`src/rtl/regfile_psr.sv`:
```
// ============================================================================
// regfile_psr : NREGS x DATA_W register file with write-to-read bypass and a
//               per-bit masked 5-bit processor status register.
// Revision    : 1.0
// ============================================================================
`default_nettype none

module regfile_psr #(
    parameter int DATA_W = 16,
    parameter int NREGS  = 16
) (
    input  logic              clk,
    input  logic              rst_n,
    input  logic [3:0]        raddr_src,
    input  logic [3:0]        raddr_dest,
    output logic [DATA_W-1:0] rdata_src,
    output logic [DATA_W-1:0] rdata_dest,
    input  logic              wen,
    input  logic [3:0]        waddr,
    input  logic [DATA_W-1:0] wdata,
    input  logic [4:0]        flags_in,
    input  logic [4:0]        flag_we,
    output logic [4:0]        psr,
    output logic              carry_in
);

    logic [DATA_W-1:0] r_regs [NREGS];
    logic [4:0]        r_psr;
    logic [DATA_W-1:0] w_src_stored;
    logic [DATA_W-1:0] w_dest_stored;
    logic              w_byp_src;
    logic              w_byp_dest;

    // One flop group per register so the write decode stays per-entry and
    // out-of-range addresses (NREGS < 16) simply match nothing.
    for (genvar gi = 0; gi < NREGS; gi++) begin : g_reg
        always_ff @(posedge clk or negedge rst_n) begin
            if (!rst_n) begin
                r_regs[gi] <= '0;
            end else if (wen && (waddr == 4'(gi))) begin
                r_regs[gi] <= wdata;
            end
        end
    end

    always_ff @(posedge clk or negedge rst_n) begin
        if (!rst_n) begin
            r_psr <= 5'b00000;
        end else begin
            r_psr <= (r_psr & ~flag_we) | (flags_in & flag_we);
        end
    end

    always_comb begin
        w_src_stored  = '0;
        w_dest_stored = '0;
        for (int i = 0; i < NREGS; i++) begin
            if (raddr_src == 4'(i)) begin
                w_src_stored = r_regs[i];
            end
            if (raddr_dest == 4'(i)) begin
                w_dest_stored = r_regs[i];
            end
        end
    end

    // Bypass is gated by rst_n so the read ports stay at zero during reset.
    assign w_byp_src  = rst_n && wen && (waddr == raddr_src);
    assign w_byp_dest = rst_n && wen && (waddr == raddr_dest);

    assign rdata_src  = w_byp_src  ? wdata : w_src_stored;
    assign rdata_dest = w_byp_dest ? wdata : w_dest_stored;
    assign psr        = r_psr;
    assign carry_in   = r_psr[4];

endmodule

`default_nettype wire

```
`config.mk`:
```
export PLATFORM = sky130hd
export DESIGN_NAME = regfile_psr
export DESIGN_NICKNAME = d
export VERILOG_FILES = /design/src/rtl/regfile_psr.sv
export SDC_FILE = /design/constraint.sdc
export NUM_CORES = 1
export LEC_CHECK = 0
export ABC_AREA = 1
export CELL_PAD_IN_SITES_DETAIL_PLACEMENT = 1
export CELL_PAD_IN_SITES_GLOBAL_PLACEMENT = 2
export CORE_AREA = 2 2 203 205
export DETAILED_ROUTE_END_ITERATION = 8
export DIE_AREA = 0 0 205 207
export DONT_BUFFER_PORTS = 1
export PLACE_DENSITY_LB_ADDON = 0.1
export REMOVE_ABC_BUFFERS = 1
export SLEW_MARGIN = 25
export SYNTH_ARGS = -nofsm -noshare
export SYNTH_HDL_FRONTEND = slang
export SYNTH_SLANG_ARGS = --single-unit
```
`constraint.sdc`:
```
create_clock -name clk -period 3.1 [get_ports clk]
set_clock_uncertainty 0.15 [all_clocks]
set_input_delay 0.31 -clock clk [delete_from_list [all_inputs] [get_ports clk]]
set_output_delay 0.31 -clock clk [all_outputs]
set_load 0.01 [all_outputs]
```
# Word level (Yosys, flattened, before mapping)
# Cells that the tools add are included.
[totals] ff_bits=261
[op_classes] eq_ne=47 n_mux=34 n_bitwise=4 n_reduce_logical=22
[op_table] op="$mux W16" count=34
[op_table] op="$eq A4 B4 Y1 const B" count=24
[op_table] op="$eq A4 B3 Y1 const B" count=12
[op_table] op="$eq A4 B2 Y1 const B" count=6
[op_table] op="$logic_and A1 B1 Y1" count=19
[op_table] op="$eq A4 B1 Y1 const B" count=3
[op_table] op="$logic_not A4 Y1" count=3
[op_table] op="$and A5 B5 Y5" count=2
[op_table] op="$eq A4 B4 Y1" count=2
[op_table] op="$not A5 Y5" count=1
[op_table] op="$or A5 B5 Y5" count=1

# Depth between registers and ports, before layout
[logic_depth] depth_word=18 ltp_mapped=16 ltp_nobuf=15

# Least setup slack after synthesis
# No wires, ideal clock.
[synth_path] kind="input -> output" from="in waddr[0]" to="out rdata_dest[10]" t_arrival_ns=1.694 t_required_ns=2.640 slack_ns=0.946 stages=8 cell_sequence="clkbuf_1 inv_1 a211oi_1 nand3_1 inv_1 clkbuf_1 nand2_1 nand2_1"
[synth_via] elab_chain_len=3
[synth_rtl] element="start, declared" line_no="19" rtl="input logic [3:0] waddr,"
[synth_rtl] element="$eq A4 B4 Y1" line_no="69" rtl="assign w_byp_dest = rst_n && wen && (waddr == raddr_dest);"
[synth_rtl] element="$logic_and A1 B1 Y1" line_no="69"
[synth_rtl] element="$mux W16" line_no="72" rtl="assign rdata_dest = w_byp_dest ? wdata : w_dest_stored;"
[synth_rtl] element="end, declared" line_no="17" rtl="output logic [DATA_W-1:0] rdata_dest,"
# No other way between the ends.

# Final worst setup path
[layout_path] from="in raddr_src[3]" to="out rdata_src[15]"
[layout_via] elab_chain_len=18 elab_cells_between_ends=35 cone_classes="eq/ne: 16; mux: 17; reduce/logical: 2"
[layout_rtl] element="start, declared" line_no="14" rtl="input logic [3:0] raddr_src,"
[layout_rtl] element="$logic_not A4 Y1" line_no="58" rtl="if (raddr_src == 4'(i)) begin"
[layout_rtl] element="$mux W16 (16 in series)" line_no="58"
[layout_rtl] element="$mux W16 (*)" line_no="71" rtl="assign rdata_src = w_byp_src ? wdata : w_src_stored;"
[layout_rtl] element="end, declared" line_no="16" rtl="output logic [DATA_W-1:0] rdata_src,"
# Mark *: on every way between the ends. The rest lies on a longest branch, timed or not.

==> metrics.txt <==
Mapped Cells=between 2000 and 2500; CTS tree=yes; Critical Path End=rdata_src[15]; clock root buffer=clkbuf_16; Hold Crit Class=in2async; largest reg by FF count=r_regs; Critical Path Source=raddr_src[3]; Achievable Freq=around 380 MHz; Total Nets Final=a little over 2000; Post-Layout Cell Count=about 2600; clock buffer depth=3; layout cell share with drive strength beyond 1=6.345%; HPWL after DPL=~36 mm; Ports=79; worst r2r path cells=2; initial antenna violation count=0; P per Cell Area=approximately 640 nW/um2; met1 GRT Util=~33%; unrepaired setup endpoints after global routing=false; worst vdd ir=~0.00039 V; # setup viols final=0; area grow syn2layout=14.46%; minimum clock period=between 2000 and 3000 ps; Ys Warns=0; vias per cell=about 5.2; LEAKAGE=~7.4 nW; Die ar.=roughly 42000 um2; number of synthesized register bits=about 260; number of buffers created by CTS=35; Clk Latency, worst-skew pair=approximately 540 ps; R2R setup slack=between 1500 and 2000 ps; Final period util=about 84%; first-pass GRT wire length=82.37 mm; # hold bufs at CTS=26; input/output buffers=0; Tot Pwr=around 10 mW; Final Max Slew Viols=0; Inserted Diodes=0; num rows=74; max FFs per register=around 260; via count=13370; overall routing resource usage=25.39%; Core ar.=around 40000 um2; number of global-route vias before repair=roughly 14000; largest net degree at the start of global routing=approximately 260; Routed WL=approximately 52 mm; grt peak-use layer=met2; clock slew at reported path FFs=~60 ps; GPL Wtd Cong=between 0.8 and 0.9; post-CTS resize count=0; placed cells=2483; Avg Cell Area, Syn=6.956 um2; met3 GRT Util=2.596%; Mapped Area=approximately 14000 um2; die boundary height=between 200 and 250 um; register area share after synthesis=around 47%; setup bufs post-CTS=0; Worst-Margin Slew=between 800 and 900 ps; fin util=39.52%; Critical Path RT=2640 ps; Hold Vio Cnt, Final=261; grt met2 use=between 40% and 50%; Initial Util=34.53%; number of iterations in the first detailed-routing pass=5; Overflow after GRT=0; Routed WL per cell=20.47 um; failing checks=hold timing; Setup CP Type=in2out; initial DRC count=716; Netlist cell types=27; Max-cap violations=0; worst relative slew slack=roughly 43%; top flop regs=r_regs x256; crit start category=primary input; setup TNS=0 ps; crit-path max FO=13; status=finished with violations; # clock sinks=about 260; CTS H-tree lvls=2; WHS=-683.2 ps; crit end category=output pin; remaining antenna violation count after routing=0; Worst EP arrival=2150 ps; DRC errors left=0; Die Width=a little over 200 um
==> synthesized netlist by cell type, drive strengths merged <==
cell type,instances,area share (%)
nand2,713,19
dfrtp,261,47
o21ai,250,9.0
nor2,241,6.7
inv,161,4.3
clkbuf,90,2.4
a21oi,84,3.0
nand3,79,2.8
nand4,79,3.5
buf,17,0.62
or2,9,0.40
nor3,7,0.25
mux2,5,0.40
o22ai,3,0.13
a211oi,1,0.054
a221oi,1,0.063
nor3b,1,0.054
xnor2,1,0.063
xor2,1,0.063
==> final cells by class <==
type	instances	area, um2
Multi-Input combinational cell	1475	6397
Clock buffer	52	1031
Inverter	161	604.3
Clock inverter	4	60.06
Sequential cell	261	6531
Fill cell	5109	24410
Tap cell	532	665.6
Timing Repair Buffer	80	665.6
==> through the flow <==
| step | worst slack [ps] | cell area, um2 | hold slack (ps) |
|---|---|---|---|
| 2_1_floorplan | 503.2 | 13520 | -135.6 |
| 3_3_place_gp | 510.8 | 14600 | -122.3 |
| 3_5_place_dp | 462.7 | 14600 | -126.8 |
| 4_1_cts | 410.8 | 15960 | -710.2 |
| 5_1_grt | 266.7 | 15960 | -699.2 |
| 6_report | 489.1 | 15960 | -683.2 |
==> worst min-delay path by stage <==
stage | start | to
2_1_floorplan | rst_n | async pin
3_3_place_gp | rst_n | r_regs[251]
3_5_place_dp | rst_n | r_regs[242]
4_1_cts | rst_n | r_regs[151]
5_1_grt | rst_n | r_regs[146]
6_report | rst_n | r_regs[242]
==> layout by cell type (no fill, tap or decap), types with 2 or more instances in the layout <==
master,instances
or2_0,2
nor3_1,4
buf_4,54
clkbuf_8,7
clkbuf_1,9
nor2_2,6
nand3_1,79
inv_1,157
o21ai_1,2
nor2_4,2
clkbuf_16,36
inv_2,4
nand4_1,79
o22ai_1,3
o21ai_0,248
or2_2,7
dfrtp_1,261
nor3_2,3
nand2_1,712
a21oi_1,84
dlygate4sd3_1,26
nor2_1,233
mux2_2,5
==> critical path, stage by stage <==
cell	delay, ps
inv_1	110
nand2_1	130
nor2_1	280
inv_1	350
nor2_1	180
nor2_1	70
nand4_1	90
nand2_1	80
nand4_1	110
nand2_1	70
nand3_1	70
nand2_1	50
nand2_1	50
nand2_1	50
nand2_1	130
==> where the power goes <==
group	total [mW]	internal, mW	switching (mW)
logic	1.54	0.557	0.986
registers	4.68	4.13	0.547
clock network	3.93	2.37	1.57
total	10.2	7.06	3.10
==> routing by layer <==
| layer | wire length, um | up-vias | part of all wire, % |
|---|---|---|---|
| li1 | - | 6421 | - |
| met1 | 23470 | 6690 | 45 |
| met2 | 26300 | 189 | 50 |
| met3 | 1526 | 70 | 2.9 |
| met4 | 1208 | 0 | 2.3 |
| met5 | 0 | - | 0 |
==> cell families (layout without fill, tap and decap cells) <==
logic type | count (synthesis) | in the layout | synth area share, %
muxes | 5 | 5 | 0.4039
and+or+nand+nor | 1129 | 1129 | 33.00
xor gates and xnor gates | 2 | 2 | 0.1257
DFF | 261 | 261 | 46.85
AOI/OAI and AO/OA | 339 | 339 | 12.24
buffers and inverters | 268 | 297 | 7.378
(Power assumes the default switching activity.)
